==> config.mk <==
export PLATFORM = sky130hd
export DESIGN_NAME = wb_data_select
export DESIGN_NICKNAME = d
export VERILOG_FILES = /design/src/rtl/wb_pkg.sv /design/src/rtl/load_extract.sv /design/src/rtl/wb_data_select.sv
export SDC_FILE = /design/constraint.sdc
export NUM_CORES = 1
export LEC_CHECK = 0
export ABC_AREA = 1
export ABC_CLOCK_PERIOD_IN_PS = 5200
export CAP_MARGIN = 20
export CORE_ASPECT_RATIO = 0.5
export CORE_UTILIZATION = 46
export DETAILED_ROUTE_END_ITERATION = 8
export PLACE_DENSITY = 0.93
export SYNTH_ARGS = -nofsm -noshare
export SYNTH_HDL_FRONTEND = slang
export SYNTH_HIERARCHICAL = 1
export SYNTH_SLANG_ARGS = --single-unit
==> constraint.sdc <==
create_clock -name clk -period 5.2 [get_ports clk]
set_clock_uncertainty 0.2 [all_clocks]
set_input_delay 0.52 -clock clk [delete_from_list [all_inputs] [get_ports clk]]
set_output_delay 0.52 -clock clk [all_outputs]
set_load 0.02 [all_outputs]
==> src/rtl/wb_pkg.sv <==
// Shared writeback definitions: load-width codes, default select map and
// the occupancy states of the writeback skid buffer.
package wb_pkg;

    localparam logic [1:0] LD_WORD = 2'b00;
    localparam logic [1:0] LD_HALF = 2'b01;
    localparam logic [1:0] LD_BYTE = 2'b10;

    // Select codes for the default 8-source configuration
    localparam int ALUOUT = 0;
    localparam int MDR    = 1;
    localparam int LUI    = 2;
    localparam int LO     = 3;
    localparam int HI     = 4;
    localparam int SHIFT  = 5;
    localparam int CONST  = 6;
    localparam int LT     = 7;

    typedef enum logic [1:0] {
        ST_EMPTY = 2'd0,
        ST_FULL1 = 2'd1,
        ST_FULL2 = 2'd2
    } occ_state_e;

endpackage

==> src/rtl/load_extract.sv <==
// Byte/halfword/word extraction from a 32-bit word with sign or zero
// extension; shared by the load writeback path and the store path.
module load_extract
    import wb_pkg::*;
(
    input  logic [31:0] din,
    input  logic [1:0]  ld_mode,
    input  logic        ld_sign,
    input  logic [1:0]  ld_off,
    output logic [31:0] dout
);

    logic [7:0]  byte_v;
    logic [15:0] half_v;

    always_comb begin
        byte_v = din[8*ld_off +: 8];
        // Halfwords are aligned; the low offset bit does not move the window
        half_v = ld_off[1] ? din[31:16] : din[15:0];
        dout   = din;
        case (ld_mode)
            LD_BYTE: dout = {{24{ld_sign & byte_v[7]}}, byte_v};
            LD_HALF: dout = {{16{ld_sign & half_v[15]}}, half_v};
            default: dout = din;
        endcase
    end

endmodule

==> src/rtl/wb_data_select.sv <==
// Register-file write-data source select with load extraction, registered
// through a 2-entry skid buffer so writeback can be stalled losslessly.
module wb_data_select
    import wb_pkg::*;
#(
    parameter int DATA_W    = 32,
    parameter int N_SRC     = 8,
    parameter int SEL_W     = 4,
    parameter int CONST_IDX = CONST,
    parameter int CONST_VAL = 227,
    parameter int MDR_IDX   = MDR,
    parameter int LT_IDX    = LT
) (
    input  logic                    clk,
    input  logic                    reset,
    input  logic [N_SRC*DATA_W-1:0] src_i,
    input  logic [SEL_W-1:0]        sel_i,
    input  logic [1:0]              ld_mode_i,
    input  logic                    ld_sign_i,
    input  logic [1:0]              ld_off_i,
    input  logic                    in_valid_i,
    output logic                    in_ready_o,
    output logic [DATA_W-1:0]       out_data_o,
    output logic                    out_err_o,
    output logic                    out_valid_o,
    input  logic                    out_ready_i
);

    logic [DATA_W-1:0] slice;
    logic [31:0]       ext32;
    logic [DATA_W-1:0] mdr_val;
    logic [DATA_W-1:0] sel_data;
    logic              sel_err;
    logic              accept;

    occ_state_e        state_q, state_n;
    logic [DATA_W-1:0] main_data_q, skid_data_q;
    logic              main_err_q, skid_err_q;
    logic              in_ready_q;
    logic              main_ld, main_from_skid, skid_ld;

    assign accept = in_valid_i && in_ready_q;

    always_comb begin
        slice = '0;
        for (int k = 0; k < N_SRC; k++) begin
            if (int'(sel_i) == k) slice = src_i[k*DATA_W +: DATA_W];
        end
    end

    load_extract u_extract (
        .din     (slice[31:0]),
        .ld_mode (ld_mode_i),
        .ld_sign (ld_sign_i),
        .ld_off  (ld_off_i),
        .dout    (ext32)
    );

    // Wider datapaths extend the 32-bit load result following ld_sign
    generate
        if (DATA_W > 32) begin : g_wide
            assign mdr_val = {{(DATA_W-32){ld_sign_i & ext32[31]}}, ext32};
        end else begin : g_narrow
            assign mdr_val = ext32;
        end
    endgenerate

    always_comb begin
        sel_data = slice;
        sel_err  = 1'b0;
        if (int'(sel_i) >= N_SRC) begin
            sel_data = '0;
            sel_err  = 1'b1;
        end else if (int'(sel_i) == CONST_IDX) begin
            sel_data = DATA_W'(CONST_VAL);
        end else if (int'(sel_i) == LT_IDX) begin
            sel_data = {{(DATA_W-1){1'b0}}, slice[0]};
        end else if (int'(sel_i) == MDR_IDX) begin
            sel_data = mdr_val;
        end
    end

    always_comb begin
        state_n        = state_q;
        main_ld        = 1'b0;
        main_from_skid = 1'b0;
        skid_ld        = 1'b0;
        case (state_q)
            ST_EMPTY: begin
                if (accept) begin
                    state_n = ST_FULL1;
                    main_ld = 1'b1;
                end
            end
            ST_FULL1: begin
                if (accept && out_ready_i) begin
                    main_ld = 1'b1;
                end else if (accept) begin
                    state_n = ST_FULL2;
                    skid_ld = 1'b1;
                end else if (out_ready_i) begin
                    state_n = ST_EMPTY;
                end
            end
            ST_FULL2: begin
                if (out_ready_i) begin
                    state_n        = ST_FULL1;
                    main_from_skid = 1'b1;
                end
            end
            default: state_n = ST_EMPTY;
        endcase
    end

    always_ff @(posedge clk or negedge reset) begin
        if (!reset) begin
            state_q     <= ST_EMPTY;
            main_data_q <= '0;
            main_err_q  <= 1'b0;
            skid_data_q <= '0;
            skid_err_q  <= 1'b0;
            in_ready_q  <= 1'b1;
        end else begin
            state_q <= state_n;
            if (main_ld) begin
                main_data_q <= sel_data;
                main_err_q  <= sel_err;
            end else if (main_from_skid) begin
                main_data_q <= skid_data_q;
                main_err_q  <= skid_err_q;
            end
            if (skid_ld) begin
                skid_data_q <= sel_data;
                skid_err_q  <= sel_err;
            end
            // Ready is low exactly when the skid entry will be occupied
            in_ready_q <= (state_n != ST_FULL2);
        end
    end

    assign in_ready_o  = in_ready_q;
    assign out_valid_o = (state_q != ST_EMPTY);
    assign out_data_o  = main_data_q;
    assign out_err_o   = main_err_q;

endmodule

**Word-level counts from Yosys, hierarchy flattened**

Index checks and enable logic that the tools add are counted.

- Output and inout bits: 35
- Register bits after elaboration: 69
- Latch bits: 0
- Memories kept: 0
- Bits in writable memories: 0
- Logic and storage cells: 60
- Input bits: 269
- Memory bits (read-only): 0

- Multipliers: 0
- Muxes and demuxes: 32
- Divide/modulo/power cells: 0
- Magnitude comparators: 1
- Reductions and logical operators: 6
- Equality and inequality tests: 12
- Shift operators: 1
- Bitwise logic cells: 2
- Add/sub/neg operators: 0

Operators by type and width:

| operator | count |
|---|---|
| 32-bit two-way mux | 14 |
| 32-bit case mux with 2 select lines | 1 |
| 32-bit by 6-bit variable part select with 8-bit output | 1 |
| 4-bit == test, second input constant | 4 |
| 16-bit two-way mux | 1 |
| 2-bit two-way mux | 5 |
| 1-bit two-way mux | 9 |
| 4-bit by 3-bit == test with 1-bit output, second input constant | 2 |
| 2-bit case mux with 3 select lines | 1 |
| 2-bit by 1-bit == test with 1-bit output, second input constant | 2 |
| 2-bit == test, second input constant | 2 |
| 4-bit by 2-bit == test with 1-bit output, second input constant | 1 |
| 4-bit >= comparator, second input constant | 1 |
| 4-bit logical NOT | 1 |
| 2-bit nonzero test | 2 |
| 1-bit bitwise AND | 2 |
| 1-bit logical AND | 2 |
| 2-bit logical NOT | 1 |
| 2-bit != test, second input constant | 1 |
| 1-bit case mux with 2 select lines | 1 |

**Longest topological paths before layout**

- Depth in word-level cells: 17
- Mapped depth: 25
- Mapped depth without buffers: 23

**By module**

Netlist, hierarchy kept.

By module, submodules not included:

| module | area each (µm²) | instances | seq. area each (µm²) | cells an instance |
|---|---|---|---|---|
| wb_data_select | 5833.1 | 1 | 1727.9 | 1043 |
| load_extract | 755.7 | 1 | 0.0 | 163 |

**Worst setup path after synthesis**

Ideal clock, no wire load.

- Path kind: input-to-reg
- Start: input sel_i[1]
- End: register main_data_q[17], in the netlist out_data_o[17]
- Slack: 2.312 ns
- Setup time: 0.117 ns
- Data required time: 4.883 ns
- Path buffers: 3
- Arrival time: 2.572 ns
- Cell stages on the path: 22
- Cells stage by stage: inv_1 > nor2_2 > nand2_1 > buf_2 > buf_2 > o21ai_0 > nand4_1 > nor2_1 > nand2_1 > nand2_2 > nand2_2 > nand2_2 > nand2_4 > o21bai_4 > buf_6 > nand2_2 > o21ai_0 > inv_1 > nand2_1 > nand2_1 > nand2_1 > nand2_1

- Cells in the longest elaborated chain, start to end: 17
- Elaborated cells on any way between the ends: 27
- Classes of those cells: order compare: 1; eq/ne: 7; shift: 1; mux: 15; bitwise: 2; reduce/logical: 1

RTL lines:

| item | line | source |
|---|---|---|
| start, declared | wb_data_select.sv:17 | `input logic [SEL_W-1:0] sel_i,` |
| 4-bit logical NOT | wb_data_select.sv:47 | `if (int'(sel_i) == k) slice = src_i[k*DATA_W +: DATA_W];` |
| 32-bit two-way mux (7 in a row) | wb_data_select.sv:47 |  |
| 32-bit two-way mux (*) | wb_data_select.sv:47 |  |
| named net slice[15] | wb_data_select.sv:29 | `logic [DATA_W-1:0] slice;` |
| 32-bit by 6-bit variable part select with 8-bit output or 16-bit two-way mux (tied branches) | load_extract.sv:17, load_extract.sv:19 |  |
| 1-bit bitwise AND, on equally long branches | load_extract.sv:22, load_extract.sv:23 |  |
| 32-bit case mux with 2 select lines (*) | load_extract.sv:21 | `case (ld_mode)` |
| named net ext32[17] | wb_data_select.sv:30 | `logic [31:0] ext32;` |
| 32-bit two-way mux (*) | wb_data_select.sv:78 | `end else if (int'(sel_i) == MDR_IDX) begin` |
| 32-bit two-way mux (*) | wb_data_select.sv:76 | `end else if (int'(sel_i) == LT_IDX) begin` |
| 32-bit two-way mux (*) | wb_data_select.sv:74 | `end else if (int'(sel_i) == CONST_IDX) begin` |
| 32-bit two-way mux (*) | wb_data_select.sv:71 | `if (int'(sel_i) >= N_SRC) begin` |
| 32-bit two-way mux (*) | wb_data_select.sv:125 | `if (main_ld) begin` |
| end signal, assigned | wb_data_select.sv:126 | `main_data_q <= sel_data;` |
| end signal, assigned | wb_data_select.sv:129 | `main_data_q <= skid_data_q;` |
| end, declared | wb_data_select.sv:37 | `logic [DATA_W-1:0] main_data_q, skid_data_q;` |

The timed path passes the listed nets; every way through them passes the cells marked *.
A chain may end at the register's enable or synchronous reset.

**Final worst setup path**

- Start: input sel_i[3]
- End: register main_data_q[24], in the netlist out_data_o[24]

Same word-level chain as after synthesis.

==> flow_summary.toml <==
[die]
coreArea_sq_um = 13800
ios = 304
num_rows = 30
start_util_pct = 47.8
die_y_microns = 86.6
die_w_microns = 171
dieArea_sq_um = 14800

[final_layout]
diodes = 0
nNetsFinal = 1741
final_area_sq_um = 10000
syn2layout_area_growth_pct = 51.7
final_core_util_pct = 72.6
drive_above_1_share_pct = 5.97
fillers = 1105

[yosys]
synth_cell_types = 29
yosysTopAreaCellShare_pct = 27.3
syn_inst = 1206
yosysMostFrequentCell = "nand2_1"
synth_common_cells = "nand2_1, nor2_1, inv_1"
synth_fp_nets = 1477
ys_seq_elements = 69
synthArstFlopShare_pct = 100
synth_top_area_cell = "nand2_1"
synth_area_sq_um = 6590
avgSynthCellArea_sq_um = 5.46
synth_edf_count = 0
synth_area_leaders = "nand2_1, dfrtp_1, nand3_1, nor2_1, inv_1"
ys.flop_type = "dfrtp_1"
yosysWarningCount = 6
ys_seq_area_share_pct = 26.2

[power]
switching_share_pct = 40.5
internal_power_mw = 1.73
power_frac_clock_pct = 19.1
power_switching_mw = 1.18
powerDensity_nw_per_um2 = 291
pwr-share-seq_pct = 30.7
irDropWorstVdd_mv = 0.218
p_comb_share_pct = 50.2
p_leak_nw = 5.11

[placement]
gp_congestion = 1.03
post-dp-hpwl_microns = 22000
place_ws_ns = 0.782
io_buffers = 303
placed_cell_area_sq_um = 9730

[timing]
layout_min_cycle_time_ns = 4.22
fmax_ghz = 0.237
grt_setup_unrepaired = "false"
post-route-period-util_pct = 81.1
final-max-slew-violation-count = 0
max_slew.worst_pin.slew_ns = 0.918
slew_headroom_pct = 38.7
setup_tns_ns = 0
setup_violations = 0
final.setup.worst_slack_ns = 0.981
hold_viol = 0

[worst_setup_path]
crit_end = "out_data_o[24]$_DFFE_PN0P_"
cp-start-kind = "input pin"
cp.arrival_ns = 4.23
max_stage_delay_ns = 0.55
critPathKind = "in2reg"
endpoint_kind = "register"
path_cells = "clkdlybuf4s50_1, inv_1, nand2_1, inv_1, nand2_1, inv_1, nand2_1, nand4_1, nor2_1, nand2_1, nand2_1, nand2_2, nand2_2, nand2_4, o21bai_4, nand2_2, o21ai_0, inv_1, nand2_1, nand2_1, nand2_1, nand2_1"
crit_start = "sel_i[3]"
r2r-start = "in_ready_o$_DFF_PN1_"
path_max_fanout = 16
r2r_slack_ns = 2.25
reg2reg_to = "out_err_o$_DFFE_PN0P_"
worstPathRequired_ns = 5.21
crit_path_top_delay_cell = "clkdlybuf4s50_1"
r2r_cells = 7
crit_top_cell = "nand2_1"

[grt]
grt_pass1_vias = 8139
grt-ovfl-total = 0
grt_max_degree = 70
grt.total_usage_pct = 37.9
grt_pass1_wl_microns = 43000
antenna_found_initial = 0

[run]
drv_cap = 0

[route]
vias = 9024
drt_wl_total_microns = 28400
vias_per_cell = 5.42
drtAntennaViolNets = 0
drt_iter0_markers = 1154
drc = 0
drt-wirelength-per-cell_microns = 17.0
drt_pass1_iterations = 5

[clocking]
h-tree-depth = 3
clk_pin_slew_worst_paths_ns = 0.06
cts.sinks = 69
cts_buffers = 9
cts_setup_buffers = 0
ctsHoldBuffers = 0
clk_latency_ns = 0.33
cts_root_buffer = "clkbuf_16"
ctsResizeCount = 0
cts_tree = "yes"
cts_max_path_buffers = 2

[run_status]
status = "finished, final reports clean"

[worst_hold_path]
hold_class = "in2async"
## critical path: cells and delay by family
family                 cells  cell delay, ns
AND/OR/NAND/NOR           15            1.82
buffers and inverters      5            1.22
AO/OA/AOI/OAI              2            0.65
## stage by stage
| stage | cells | power [mW] | hold slack (ns) |
|---|---|---|---|
| 2_1_floorplan | 1206 | 1.63 | 0.0244 |
| 3_3_place_gp | 1651 | 2.26 | 0.262 |
| 3_5_place_dp | 1651 | 2.32 | 0.268 |
| 4_1_cts | 1666 | 2.89 | 0.222 |
| 5_1_grt | 1666 | 3.08 | 0.272 |
| 6_report | 1666 | 2.91 | 0.181 |
## cell usage in the layout (no fill, tap or decap), types with 2 or more instances in the layout
cell type,instances
nand4_1,16
dfrtp_1,68
nand2_2,16
clkbuf_16,9
or2_2,25
nand3_1,113
inv_1,126
clkdlybuf4s50_1,302
clkinv_2,4
ha_1,2
a22o_1,2
nor2_1,124
o21ai_0,80
inv_2,3
a21oi_1,58
nor2_2,5
nand2_1,479
or2_0,9
buf_4,17
o21ai_1,3
## final cells by class
| cell class | instances | area (sq um) | area share, % |
|---|---|---|---|
| well taps | 192 | 240 | 2.40 |
| clock inverters | 5 | 27.5 | 0.275 |
| clock buffers | 10 | 239 | 2.39 |
| inverters | 130 | 488 | 4.88 |
| multi-input cells | 939 | 4100 | 41.0 |
| flip-flops and latches | 69 | 1730 | 17.3 |
| repair buffers | 321 | 3180 | 31.8 |
## kinds of logic after synthesis
family / synth area share, %
and+or+nand+nor: 49.9
buffers and inverters: 11.8
AOI/OAI and AO/OA: 11.7
DFF: 26.2
adders and majority gates: 0.380
## state kept, by name, indices dropped and copies added, names as in the netlist
signal / count
skid_err_q: 1
out_err_o: 1
skid_data_q: 32
in_ready_o: 1
out_data_o: 32
state_q: 2
## power by group through the flow
stage | logic [mW] | registers [mW] | clock network (mW)
6_report | 1.46 | 0.895 | 0.556
5_1_grt | 1.59 | 0.913 | 0.579
4_1_cts | 1.45 | 0.890 | 0.550
3_5_place_dp | 1.43 | 0.893 | 0
3_3_place_gp | 1.38 | 0.879 | 0
2_1_floorplan | 0.611 | 1.02 | 0
## how the worst min path moves through the flow
stage,startpoint,end,cells past startpoint
finish,reset,skid_data_q[27]$_DFFE_PN0P_,2
floorplan,reset,out_data_o[0]$_DFFE_PN0P_,0
CTS,reset,skid_data_q[13]$_DFFE_PN0P_,2
detailed placement,skid_data_q[7]$_DFFE_PN0P_,skid_data_q[7]$_DFFE_PN0P_,2
global placement,out_data_o[4]$_DFFE_PN0P_,out_data_o[4]$_DFFE_PN0P_,2
global route,reset,out_data_o[27]$_DFFE_PN0P_,2
## metal layers
metal | vias up | GRT usage [%] | share of wire [%]
li1 | 4267 | - | -
met1 | 4124 | 53.6 | 43
met2 | 572 | 60.5 | 45
met3 | 61 | 5.89 | 10
met4 | 0 | 9.01 | 2.0
met5 | - | 0 | 0
Note: power is estimated with default switching activity, not from simulation.
